<file path="src/rtl/uart_cmd_rx.sv">
// uart_cmd_rx: 8N1 UART receiver feeding command bytes to the parser.
// 16x oversampling, majority vote, framing-error recovery via idle wait.
module uart_cmd_rx #(
    parameter int BASE_DIV   = 54,
    parameter int IDLE_TICKS = 16
) (
    input  logic       clk,
    input  logic       rst_n,
    input  logic       rx,
    input  logic [3:0] baud_rate,
    output logic [7:0] cmd,
    output logic       cmd_valid,
    output logic       frame_err,
    output logic       busy
);

    localparam int PW = (BASE_DIV > 1) ? $clog2(BASE_DIV) : 1;
    localparam int IW = $clog2(IDLE_TICKS + 1);

    typedef enum logic [2:0] {
        IDLE,
        START,
        DATA,
        STOP,
        WAIT_IDLE
    } state_t;

    state_t        state_q, state_d;
    logic          rx_q1, rx_s, rx_d;
    logic [3:0]    rate_q;
    logic [PW-1:0] presc_q;
    logic [3:0]    cnt_q;
    logic [2:0]    bit_q;
    logic          s7_q, s8_q;
    logic [7:0]    sh_q;
    logic [IW-1:0] idle_q;
    logic [7:0]    cmd_q;
    logic          valid_q, ferr_q;

    logic tick, maj, fall;
    logic load, err, shift_en;

    function automatic logic [PW-1:0] reload(input logic [3:0] r);
        int d;
        d = BASE_DIV >> r;
        if (d < 1) d = 1;
        return PW'(d - 1);
    endfunction

    assign tick = (state_q != IDLE) && (presc_q == '0);
    assign maj  = (s7_q & s8_q) | (s7_q & rx_s) | (s8_q & rx_s);
    assign fall = rx_d & ~rx_s;

    always_comb begin
        state_d  = state_q;
        load     = 1'b0;
        err      = 1'b0;
        shift_en = 1'b0;
        unique case (state_q)
            IDLE: begin
                if (fall) state_d = START;
            end
            START: begin
                if (tick && cnt_q == 4'd9 && maj)
                    state_d = IDLE;
                else if (tick && cnt_q == 4'd15)
                    state_d = DATA;
            end
            DATA: begin
                if (tick && cnt_q == 4'd9) shift_en = 1'b1;
                if (tick && cnt_q == 4'd15 && bit_q == 3'd7)
                    state_d = STOP;
            end
            STOP: begin
                // Decide early to leave margin for the next start edge
                if (tick && cnt_q == 4'd9) begin
                    if (maj) begin
                        load    = 1'b1;
                        state_d = IDLE;
                    end else begin
                        err     = 1'b1;
                        state_d = WAIT_IDLE;
                    end
                end
            end
            WAIT_IDLE: begin
                if (tick && rx_s && idle_q == IW'(IDLE_TICKS - 1))
                    state_d = IDLE;
            end
            default: state_d = IDLE;
        endcase
    end

    always_ff @(posedge clk or negedge rst_n) begin
        if (!rst_n) begin
            state_q <= IDLE;
            rx_q1   <= 1'b1;
            rx_s    <= 1'b1;
            rx_d    <= 1'b1;
            rate_q  <= '0;
            presc_q <= '0;
            cnt_q   <= '0;
            bit_q   <= '0;
            s7_q    <= 1'b0;
            s8_q    <= 1'b0;
            sh_q    <= '0;
            idle_q  <= '0;
            cmd_q   <= 8'h00;
            valid_q <= 1'b0;
            ferr_q  <= 1'b0;
        end else begin
            state_q <= state_d;
            rx_q1   <= rx;
            rx_s    <= rx_q1;
            rx_d    <= rx_s;
            valid_q <= load;
            ferr_q  <= err;
            if (state_q == IDLE) begin
                rate_q  <= baud_rate;
                presc_q <= reload(baud_rate);
                cnt_q   <= '0;
            end else begin
                presc_q <= tick ? reload(rate_q) : presc_q - 1'b1;
                if (tick) cnt_q <= cnt_q + 1'b1;
            end
            if (tick && cnt_q == 4'd7) s7_q <= rx_s;
            if (tick && cnt_q == 4'd8) s8_q <= rx_s;
            if (state_q != DATA)
                bit_q <= '0;
            else if (tick && cnt_q == 4'd15)
                bit_q <= bit_q + 1'b1;
            if (shift_en) sh_q <= {maj, sh_q[7:1]};
            if (state_q != WAIT_IDLE)
                idle_q <= '0;
            else if (tick)
                idle_q <= rx_s ? idle_q + 1'b1 : '0;
            if (load) cmd_q <= sh_q;
        end
    end

    assign cmd       = cmd_q;
    assign cmd_valid = valid_q;
    assign frame_err = ferr_q;
    assign busy      = (state_q != IDLE);

endmodule

</file>
<file path="config.mk">
export PLATFORM = sky130hd
export DESIGN_NAME = uart_cmd_rx
export DESIGN_NICKNAME = d
export VERILOG_FILES = /design/src/rtl/uart_cmd_rx.sv
export SDC_FILE = /design/constraint.sdc
export NUM_CORES = 1
export LEC_CHECK = 0
export BUFFER_PORTS_ARGS = -buffer_cell sky130_fd_sc_hd__buf_2
export CAP_MARGIN = 10
export CORE_MARGIN = 4
export CORE_UTILIZATION = 41
export DETAILED_ROUTE_END_ITERATION = 8
export HOLD_SLACK_MARGIN = 0.02
export PLACE_DENSITY_LB_ADDON = 0.25
export SYNTH_ARGS = -nofsm -noshare
export SYNTH_HDL_FRONTEND = slang
export SYNTH_SLANG_ARGS = --single-unit
</file>
<file path="constraint.sdc">
create_clock -name clk -period 2.2 [get_ports clk]
set_clock_uncertainty 0.05 [all_clocks]
set_input_delay 0.11 -clock clk [delete_from_list [all_inputs] [get_ports clk]]
set_output_delay 0.11 -clock clk [all_outputs]
set_load 0.05 [all_outputs]
</file>
Word-level counts from Yosys, hierarchy flattened
Cells that the tools add are included.

storage, ports and cells
  register bits after elaboration = 48
  bits of input ports = 7
  output and inout bits = 11

operators by class
  add/sub/neg operators = 6
  order comparisons = 2
  eq/ne operators = 17
  shift operators = 2
  muxes and demuxes = 29
  bitwise gates (word level) = 7
  reductions and logical operators = 16

operator list
  kind                                                  number
  < comparator 32 x 2 -> 1 bit (second input constant)  2
  >> shifter 6 x 4 -> 32 bit (first input constant)     2
  2-to-1 mux 6 bit                                      6
  2-to-1 mux 3 bit                                      9
  2-to-1 mux 5 bit                                      3
  one-hot mux 3 bit (5 select lines)                    1
  == test 4 bit (second input constant)                 3
  subtractor 6 x 2 -> 6 bit (second input constant)     2
  logical AND 1 bit                                     9
  2-to-1 mux 1 bit                                      8
  2-to-1 mux 4 bit                                      2
  inequality test 2 bit (second input constant)         4
  == test 3 x 2 -> 1 bit (second input constant)        2
  == test 3 bit (second input constant)                 2
  logical NOT 6 bit                                     1
  inequality test 3 bit (second input constant)         2
  nonzero test 2 bit                                    3
  subtractor 6 x 1 -> 6 bit (second input constant)     1
  adder 5 x 1 -> 5 bit (second input constant)          1
  == test 5 x 4 -> 1 bit (second input constant)        1
  AND reduction 5 bit                                   1
  adder 4 x 1 -> 4 bit (second input constant)          1
  AND 1 bit                                             4
  == test 4 x 3 -> 1 bit (second input constant)        1
  other kinds (7)                                       8

Depth between registers and ports, before layout
Gate-level depths: netlist of run 1.

  depth after elaboration = 7
  depth in mapped cells = 9
  depth with buffers taken out = 9

Worst setup path after synthesis of run 1
No wires, ideal clock.

  path type = reg2reg
  start = register presc_q[0]
  end = register cmd_q[0] (netlist: cmd[0])
  arrival = 1.987 ns
  required time = 2.025 ns
  slack = 0.038 ns
  stages on the path, launching flop included = 8
  path buffers = 1
  period minus slack after synthesis = 2.162 ns
  path through = dfrtp_1 > inv_1 > ha_1 > nor3b_4 > nand2_2 > or4_1 > buf_6 > mux2_4

between the ends
  word-level cells in the longest chain between the ends = 5

ends and longest elaborated chain
  item                    RTL line  text
  start, declared         31        logic [PW-1:0] presc_q;
  start signal, assigned  120       presc_q <= reload(baud_rate);
  start signal, assigned  123       presc_q <= tick ? reload(rate_q) : presc_q - 1'b1;
  logical NOT 6 bit       50        assign tick = (state_q != IDLE) && (presc_q == '0);
  logical AND 1 bit       50
  logical AND 1 bit       76        if (tick && cnt_q == 4'd9) begin
  2-to-1 mux 1 bit        76
  2-to-1 mux 1 bit        59        unique case (state_q)
  end signal, assigned    137       if (load) cmd_q <= sh_q;
  end, declared           37        logic [7:0] cmd_q;

Every way passes these cells.
A chain may end at the register's enable or synchronous reset.

Final worst setup path of run 1
  start = register rate_q[1]
  end = register presc_q[4]

between the ends
  word-level cells in the longest chain between the ends = 7

ends and longest elaborated chain
  item                          RTL line  text
  start, declared               30        logic [3:0] rate_q;
  start signal, assigned        119       rate_q <= baud_rate;
  >> shifter 6 x 4 -> 32 bit *  45        d = BASE_DIV >> r;
  < comparator 32 x 2 -> 1 bit  46        if (d < 1) d = 1;
  2-to-1 mux 6 bit *            46
  2-to-1 mux 6 bit *            118       if (state_q == IDLE) begin
  subtractor 6 x 2 -> 6 bit *   47        return PW'(d - 1);
  2-to-1 mux 6 bit *            123
  2-to-1 mux 6 bit *            118

Mark *: on every way between the ends. The rest lies on a longest branch, timed or not. The select of a mux whose other input is x is not followed.

==> results of run 1 <==
-- final cells by class --
class | instances | area [µm²] | area share, %
Timing Repair Buffer | 35 | 235.2 | 7.843
Inverter | 16 | 60.06 | 2.003
Tap cell | 75 | 93.84 | 3.129
Clock inverter | 2 | 35.03 | 1.168
Sequential cell | 48 | 1205 | 40.18
Clock buffer | 6 | 72.57 | 2.420
Multi-Input combinational cell | 175 | 1297 | 43.26
-- state kept, by name, summed over array words and instances, names as in the netlist --
name	flops
cnt_q	4
rx_d	1
s8_q	1
idle_q	5
s7_q	1
cmd	8
rx_q1	1
cmd_valid	1
frame_err	1
sh_q	8
rate_q	4
presc_q	6
rx_s	1
bit_q	3
state_q	3
-- logic make-up after synthesis --
logic type,synth area share (%)
AO/OA/AOI/OAI,9.468
XOR/XNOR,2.733
adder cells (fa/ha/maj),7.223
buffers and inverters,3.709
flip-flops,47.00
multiplexers,11.08
AND/OR/NAND/NOR,18.79
-- how the worst max path moves through the flow --
stage / end / slack (ns) / depth (start not counted)
6_report: presc_q[4] / 0.12 / 9
5_1_grt: presc_q[4] / 0.02 / 9
4_1_cts: presc_q[4] / 0.04 / 9
3_5_place_dp: sh_q[2] / 0.06 / 6
3_3_place_gp: presc_q[4] / 0.07 / 9
2_1_floorplan: cmd[0] / 0.04 / 7
-- metal layers --
metal  track usage [%]  routed length [µm]  vias to the layer above
met2             23.46                2344                       44
met3             3.122                 219                        6
met4             4.249                  71                        0
met5                 0                   0                        -
li1                  -                   -                      934
met1             18.58                2246                      920
-- placed cells by master (no fill, tap or decap), types with 3 or more instances in the layout --
cell type	count
xor2_1	6
nand4_1	5
mux2_2	11
nor3_1	9
inv_1	14
mux2_4	8
nor2_1	19
a21oi_1	11
clkbuf_8	5
buf_4	13
nand3_1	9
o21ai_0	7
and3_1	4
a31oi_1	3
dfstp_2	3
dfrtp_1	45
buf_2	17
ha_1	12
dlygate4sd3_1	3
nand3b_1	5
mux2i_1	4
nand2_1	21
or3_1	4
-- tightest hold or removal path, cell delays in order --
cell	delay, ns
buf_2	0.10
inv_1	0.06
o21ai_0	0.08
-- timing repair --
item                                   CTS  global route
setup endpoints to repair                0            21
hold buffers                             3             0
setup buffers                            0             4
gates resized for setup                  0            10
endpoints found under the hold margin   47             0
-- power groups by stage --
stage / logic, mW / registers, mW / clock network (mW)
floorplan: 0.446 / 1.10 / 0
global placement: 0.619 / 1.13 / 0
detailed placement: 0.624 / 1.13 / 0
CTS: 0.633 / 1.11 / 0.645
global route: 0.792 / 1.14 / 0.677
finish: 0.686 / 1.12 / 0.616
-- per-stage QoR --
| stage | hold slack [ns] | total power, mW | util [%] | worst slack, ns | instance area (µm²) |
|---|---|---|---|---|---|
| finish | 0.04603 | 2.421 | 50.06 | 0.1199 | 2999 |
| global route | 0.05604 | 2.609 | 50.06 | 0.02131 | 2999 |
| CTS | 0.03355 | 2.391 | 48.87 | 0.03814 | 2928 |
| detailed placement | 0.1662 | 1.754 | 46.57 | 0.05904 | 2790 |
| global placement | 0.1681 | 1.748 | 46.57 | 0.07386 | 2790 |
| floorplan | -0.2356 | 1.551 | - | 0.03823 | 2564 |
==> results.txt, run 1 <==
Post-synth EDFFs: 0
Final wirelength: 4881 µm
Total track usage: 14.20%
Hold endpoint: rate_q[3]
Clock power frac: 25.4%
Pwr/cell area: 807.2 mW/mm²
Crit path kind: reg -> reg
First-pass GRT wire length: 8569 µm
Drt pass-1 iters: 4
# setup viols final: 0
Ys flop type: dfrtp_1
Mean Syn Cell Area: 10.42 µm²
Worst Setup SP: rate_q[1]
FF-to-FF path depth: 9
DRT iter0 DRCs: 71
Endpoints failing hold: 0
Tcrit/Tclk final: 94.55%
Routability congestion estimate: 0.8755
Total grt overflow: 0
Largest net degree at the start of global routing: 49
CP Cell Sequence: inv_2 > ha_1 > nor3_1 > o21a_1 > ha_2 > nand3b_1 > and3_1 > o31ai_1 > a21boi_0
Setup tns final: 0 ns
Syn Nets: 267
Reg2reg setup slack: 0.12 ns
I/O pins: 18
CP peak stage delay: 0.40 ns
Top cell type's share of synthesized area: 43.92%
Die height: 87.08 µm
Row Count: 28
Peak VDD IR: 0.3437 mV
Hold Startpoint: baud_rate[3]
Mapped Area: 0.002564 mm²
Final ANT Viol Nets: 0
Initial antenna violation count: 0
Slew Viols, Final: 0
PortBufs: 17
Starting Density: 42.79%
Buffer depth of the longest clock path: 2
CTS tree: done
Sequential Power Share: 46.2%
Asr flop ratio synth: 100.0%
Combinational share of power: 28.3%
Leakage power: 1.452 nW
CP delay by family, top: adder cells
Clock Pin Slew Worst Setup and Hold Paths: 0.08 ns
Worst reg2reg path endpoint: presc_q[4]
CTS buffer count: 5
Distinct cells, synth: 49
Worst Max-Slew Pin Slew: 0.5994 ns
# H-tree levels: 2
Worst Path Buf+Inv: 1
Placed insts: 342
Count leader, synth: dfrtp_1
Hold Crit Depth: 3
RSZ-0062 raised after global routing: no
Layout cells sized above 1: 25.89%
# DRC: 0
DP Wirelength: 3475 µm
Net Sw Power: 0.7567 mW
WL/cell: 13.67 µm
Number of max-cap violations: 0
Top area cells in the synthesized netlist: dfrtp_1 44%, ha_1 6.8%, mux2_2 4.8%
Outcome: complete, no violations
R2r startpoint: rate_q[1]
N_diodes: 0
Min-delay worst type: in -> reg
Required @ worst endpoint: 2.32 ns
Setup crit end kind: flop
Clock sink count: 48
Cell Int Power: 1.664 mW
P&R area growth vs syn: 16.98%
Drt via density: 5.333
Worst rel slew slack: 60.04%
Clock latency on the worst-skew pair: 0.29 ns
Layout net count: 302
Critical path arrival: 2.20 ns
Final Non-Filler Cells: 357
Vias in the first global route: 1840
Mapped Cells: 246
Leading area contributor after synthesis: dfrtp_1
Root buffer cell: clkbuf_8
Synth Register Bits: 48
Fmax achieved: 0.4807 GHz
Core area: 0.005991 mm²
Synthesis warning total: 0
Die X: 87.08 µm
Switch share: 31.26%
CP max stage cell: dfrtp_1
Post-route minimum period: 2.080 ns
Worst-path fanout max: 5
Synth cell count leaders: 45 x dfrtp_1, 21 x nand2_1, 19 x nor2_1, 16 x inv_1, 14 x ha_1
Total Die Area: 0.007582 mm²
Fill count: 549
CP Launch Type: flop
Sequential fraction of the synthesis area: 47.00%
Vias: 1904
Power figures use the tool's default switching activity.
==> run 2, diff against run 1 <==
==> constraint.sdc (replaced) <==
create_clock -name clk -period 2.2 [get_ports clk]
set_clock_uncertainty 0.05 [all_clocks]
set_input_delay 0 -clock clk [delete_from_list [all_inputs] [get_ports clk]]
set_output_delay 0 -clock clk [all_outputs]
set_load 0.05 [all_outputs]
==> run 2 against run 1 <==
  * Sequential cell count is the same
  * Worst hold slack gained 0.22 ns
  * Core utilization is essentially flat
  * Sequential share of layout area is essentially flat
  * Sequential power is essentially flat
  * Combinational power grew 0.7%
  * First-iteration DRC count shrank 13%
  * Register-to-register slack lost 0.06 ns
  * Final cell count grew 0.28%
  * Critical path type unchanged
  * Largest cell class unchanged
  * Highest routed layer unchanged
==> results.txt, run 2 (synthesis results as in run 1) <==
Layout net count: 303
Final cell utilization of the core: 50.04%
Worst rel slew slack: 59.19%
Layout cells sized above 1: 26.50%
Worst setup margin: 0.06280 ns
GR Util met1: 18.75%
Worst-path fanout max: 8
Fmax achieved: 0.4679 GHz
# H-tree levels: 2
First-pass GRT wire length: 8763 µm
Worst reg2reg path endpoint: sh_q[4]
GRT Max-Usage Layer: met2
Post-route minimum period: 2.137 ns
Vias in the first global route: 1873
DRT iter0 DRCs: 62
Required @ worst endpoint: 2.34 ns
Final ANT Viol Nets: 0
Power consumption: 2.359 mW
RSZ-0062 raised after global routing: yes
Starting Density: 42.79%
Dpl cell area: 0.002783 mm²
Worst Setup SP: presc_q[0]
Crit path depth: 6
Drt pass-1 iters: 4
Crit path kind: reg -> reg
Post-route cell area: 0.002998 mm²
Largest net degree at the start of global routing: 49
Buffer depth of the longest clock path: 2
Worst Path Buf+Inv: 1
Drt via density: 5.285
Tcrit/Tclk final: 97.15%
Slew Viols, Final: 0
Most common cell after layout, fill and taps aside: dfrtp_1
FF-to-FF path depth: 6
Endpoints failing hold: 0
Vias: 1892
Critical path arrival: 2.27 ns
DP Wirelength: 3465 µm
I/O pins: 18
R2r startpoint: presc_q[0]
Min-delay worst type: in -> async
# DRC: 0
Total grt overflow: 0
Clock sink count: 48
Clock latency on the worst-skew pair: 0.30 ns
Met2 usage: 24.50%
CTS buffer count: 5
Hold WS: 0.2710 ns
CP Cell Sequence: inv_1 > ha_2 > or3b_2 > nor3_2 > nand4_2 > mux2_2
Outcome: complete, no violations
Die height: 87.08 µm
CP max stage cell: or3b_2
PortBufs: 17
Total Die Area: 0.007582 mm²
Peak VDD IR: 0.3296 mV
Root buffer cell: clkbuf_8
Worst Setup EP: sh_q[4]
Reg2reg setup slack: 0.06 ns
CTS tree: done
Clock Pin Slew Worst Setup and Hold Paths: 0.09 ns
Total track usage: 14.54%
CP Launch Type: flop
Row Count: 28
Initial antenna violation count: 0
Leakage power: 1.432 nW
Pre-CTS WS: -0.001035 ns
P&R area growth vs syn: 16.94%
Final wirelength: 4898 µm
Routability congestion estimate: 0.8265
# setup viols final: 0
N_diodes: 0
Worst Max-Slew Pin Slew: 0.6122 ns
Number of max-cap violations: 0
Met3 Usage GRT: 2.838%
Pwr/cell area: 786.8 mW/mm²
WL/cell: 13.68 µm
Die X: 87.08 µm
Core area: 0.005991 mm²
CP delay by family, top: simple AND/OR/NAND/NOR gates
CP peak stage delay: 0.49 ns
Most frequent cells in the layout: 45 x dfrtp_1, 21 x nand2_1, 19 x nor2_1
Setup crit end kind: flop
==> run 2: how the worst min path moves through the flow <==
stage                     startpoint        to  slack [ns]  cells past startpoint
final                          rst_n    cmd[0]        0.27                      3
after global routing              rx     rx_q1        0.29                      2
after CTS                         rx     rx_q1        0.27                      2
after detailed placement          rx     rx_q1        0.06                      1
after global placement            rx     rx_q1        0.06                      1
after floorplan                rst_n  bit_q[0]       -0.35                      0
==> run 2: layout make-up <==
| type | instances | area (µm²) |
|---|---|---|
| multi-input combinational | 175 | 1295 |
| timing repair buffer | 36 | 246.5 |
| inverter | 16 | 60.06 |
| sequential | 48 | 1205 |
| clock buffer | 6 | 82.58 |
| fill | 552 | 2993 |
| clock inverter | 2 | 15.01 |
| tap | 75 | 93.84 |
==> run 2: timing repair <==
action	in CTS	in global routing
gates resized for setup	3	7
hold endpoints to repair	50	0
buffers inserted	1	2
hold buffers	6	0
endpoints found under the setup margin	1	18
==> run 2: tightest hold or removal path, delay by kind of cell <==
kind	cells	cell delay, ns
buffers and inverters	3	1.09
==> run 2: metal layers <==
layer,up-vias,share of wire [%]
met5,-,0
met4,0,1.2
met3,5,4.1
met2,31,48
met1,919,46
li1,937,-
==> run 2: stage by stage <==
| stage | setup TNS [ns] | instances |
|---|---|---|
| 5_1_grt | -0.3371 | 358 |
| 3_5_place_dp | -0.001035 | 341 |
| 2_1_floorplan | 0 | 246 |
| 3_3_place_gp | 0 | 341 |
| 6_report | 0 | 358 |
| 4_1_cts | 0 | 356 |
==> run 2: power by group <==
group          internal, mW  total, mW  switching, mW
clock network         0.255      0.550          0.295
logic                 0.347      0.691          0.344
registers             0.987       1.12          0.131
total                  1.59       2.36          0.770
==> run 3, diff against run 2 <==
--- a/config.mk
+++ b/config.mk
@@ -5,8 +5,10 @@
 export SDC_FILE = /design/constraint.sdc
 export NUM_CORES = 1
 export LEC_CHECK = 0
-export BUFFER_PORTS_ARGS = -buffer_cell sky130_fd_sc_hd__buf_2
+export ABC_AREA = 1
+export BUFFER_PORTS_ARGS = -buffer_cell sky130_fd_sc_hd__clkbuf_2
 export CAP_MARGIN = 10
+export CORE_ASPECT_RATIO = 0.7
 export CORE_MARGIN = 4
 export CORE_UTILIZATION = 41
 export DETAILED_ROUTE_END_ITERATION = 8
==> run 3 against run 2 <==
  * Final cell count is 19% higher
  * Worst hold slack worse by 0.25 ns
  * Clock power is 13% higher
==> results.txt, run 3 <==
Tcrit/Tclk final: 89.15%
Synthesis warning total: 0
Switch share: 42.15%
Most common cell after layout, fill and taps aside: nand2_1
RSZ-0062 raised after global routing: no
Pwr/cell area: 1068 mW/mm²
Worst rel slew slack: 59.83%
Net Sw Power: 1.355 mW
Total track usage: 14.53%
Routability congestion estimate: 0.8648
DRT iter0 DRCs: 86
Top area cells in the synthesized netlist: dfrtp_1 42%, nand2_1 11%, inv_1 6.6%
Die height: 75.58 µm
Mean Syn Cell Area: 8.439 µm²
Row Count: 24
Die X: 104.5 µm
Worst-path fanout max: 5
Clock Pin Slew Worst Setup and Hold Paths: 0.08 ns
Syn Nets: 338
Slew Viols, Final: 0
Clock sink count: 48
Vias in the first global route: 1970
Sequential Power Share: 35.9%
Vias: 2061
Starting Density: 42.62%
Count leader, synth: nand2_1
Fill count: 605
Postcts setup bufs: 0
Total Die Area: 0.007902 mm²
Setup tns final: 0 ns
# DRC: 0
Combinational share of power: 44.7%
Core area: 0.006276 mm²
CP Cell Sequence: inv_1 > ha_1 > nand2_1 > nor2_1 > a31oi_1 > o21ai_0 > inv_1 > ha_1 > and3_1 > o21ai_1 > nand3_1
Post-synth EDFFs: 0
Hold Startpoint: baud_rate[1]
Mapped Area: 0.002675 mm²
Fmax achieved: 0.5099 GHz
Clock power frac: 19.4%
Endpoints failing hold: 0
WL/cell: 12.05 µm
Largest net degree at the start of global routing: 25
Post-route minimum period: 1.961 ns
CTS buffer count: 5
Layout cells sized above 1: 18.44%
Worst Max-Slew Pin Slew: 0.6025 ns
Layout net count: 367
CP Launch Type: flop
N_diodes: 0
Total grt overflow: 0
Final ANT Viol Nets: 0
Leakage power: 1.504 nW
Final wirelength: 5121 µm
Worst setup margin: 0.2386 ns
Crit path kind: reg -> reg
Outcome: complete, no violations
Asr flop ratio synth: 100.0%
P&R area growth vs syn: 12.54%
Sequential fraction of the synthesis area: 45.04%
Top cell type's share of synthesized area: 42.10%
R2r startpoint: rate_q[0]
CP max stage cell: dfrtp_1
I/O pins: 18
Root buffer cell: clkbuf_8
Distinct cells, synth: 35
Clock latency on the worst-skew pair: 0.30 ns
Pre-CTS WS: 0.2319 ns
Worst Setup SP: rate_q[0]
Mapped Cells: 317
# H-tree levels: 2
CTS tree: done
# setup viols final: 0
Synth Register Bits: 48
Drt via density: 4.849
Ys flop type: dfrtp_1
Required @ worst endpoint: 2.34 ns
Peak VDD IR: 0.4356 mV
CP peak stage delay: 0.42 ns
Cell Int Power: 1.859 mW
Leading area contributor after synthesis: dfrtp_1
Reg2reg setup slack: 0.24 ns
Number of max-cap violations: 0
Setup crit end kind: flop
Most frequent cells in the layout: 76 x nand2_1, 47 x inv_1, 45 x dfrtp_1
Drt pass-1 iters: 4
Min-delay worst type: in -> reg
Hold WS: 0.02438 ns
Critical path arrival: 2.10 ns
Initial antenna violation count: 0
First-pass GRT wire length: 9211 µm
DP Wirelength: 3926 µm
Buffer depth of the longest clock path: 2
Synth cell count leaders: 76 x nand2_1, 47 x inv_1, 45 x dfrtp_1, 20 x nor2_1, 18 x o21ai_0
PortBufs: 17
==> run 3: cell types whose count changed after synthesis, sizes merged, moves of 3 or more <==
cell,before,now
clkbuf,5,0
nor3,10,7
mux2i,4,0
nand2,22,83
and3,4,1
or3,4,0
inv,16,50
mux2,19,0
xor2,6,2
nor2,19,23
nand3,9,21
nand3b,5,1
o21ai,7,33
==> run 3: critical path, delay by kind of cell (launching register included) <==
family | cells | cell delay (ns)
AO/OA/AOI/OAI | 3 | 0.28
adder cells (fa/ha/maj) | 2 | 0.50
flip-flops | 1 | 0.42
AND/OR/NAND/NOR | 4 | 0.46
buffers and inverters | 2 | 0.15
==> run 3: metal layers <==
| metal | global-route usage [%] | routed length (µm) | share of wire [%] |
|---|---|---|---|
| met5 | 0 | 0 | 0 |
| met4 | 4.867 | 68 | 1.3 |
| met3 | 3.218 | 194 | 3.8 |
| met2 | 21.03 | 2023 | 40 |
| met1 | 21.60 | 2834 | 55 |
==> run 3: power by group through the flow <==
stage	Clock (mW)	Combinational, mW	Sequential (mW)
global placement	0	1.41	1.17
global route	0.677	1.65	1.17
floorplan	0	1.12	1.14
detailed placement	0	1.42	1.17
finish	0.624	1.44	1.15
CTS	0.649	1.44	1.15
==> run 3: cells by family (layout without fill, tap and decap cells) <==
group / count (synthesis) / count (layout) / synth area share [%]
adder cells (fa/ha/maj): 14 / 14 / 6.548
XOR/XNOR: 6 / 6 / 1.964
flip-flops: 48 / 48 / 45.04
AND/OR/NAND/NOR: 145 / 145 / 26.24
AO/OA/AOI/OAI: 51 / 51 / 12.07
buffers and inverters: 53 / 83 / 8.138
==> run 3: repair_timing <==
item | CTS | global route
gates resized for setup | 0 | 1
setup endpoints to repair | 0 | 1
endpoints found under the hold margin | 26 | 0
hold buffers | 5 | 0
==> run 3: path summary, 6_finish.rpt <==
| check | depth (start not counted) | to |
|---|---|---|
| hold reg to reg | 0 | rx_s |
| setup reg to reg | 11 | presc_q[4] |
| min in group asynchronous | 2 | cmd[2] |
| hold / removal | 4 | presc_q[4] |
| max in group asynchronous | 3 | rx_d |
| setup / recovery | 11 | presc_q[4] |
==> run 3: metrics by stage <==
step	utilization (%)	power (mW)	cell area (µm²)	cells
2_1_floorplan	-	2.255	2675	317
3_3_place_gp	45.45	2.575	2853	412
3_5_place_dp	45.45	2.591	2853	412
4_1_cts	47.97	3.237	3010	425
5_1_grt	47.97	3.497	3010	425
6_report	47.97	3.214	3010	425
==> run 3: layout make-up <==
class                   instances  area, µm²  area share, %
clock buffers                   6      72.57          2.411
repair buffers                 25      157.7          5.237
flip-flops and latches         48       1205          40.03
multi-input cells             216       1252          41.60
inverters                      50      190.2          6.318
clock inverters                 2      35.03          1.164
well taps                      78      97.59          3.242
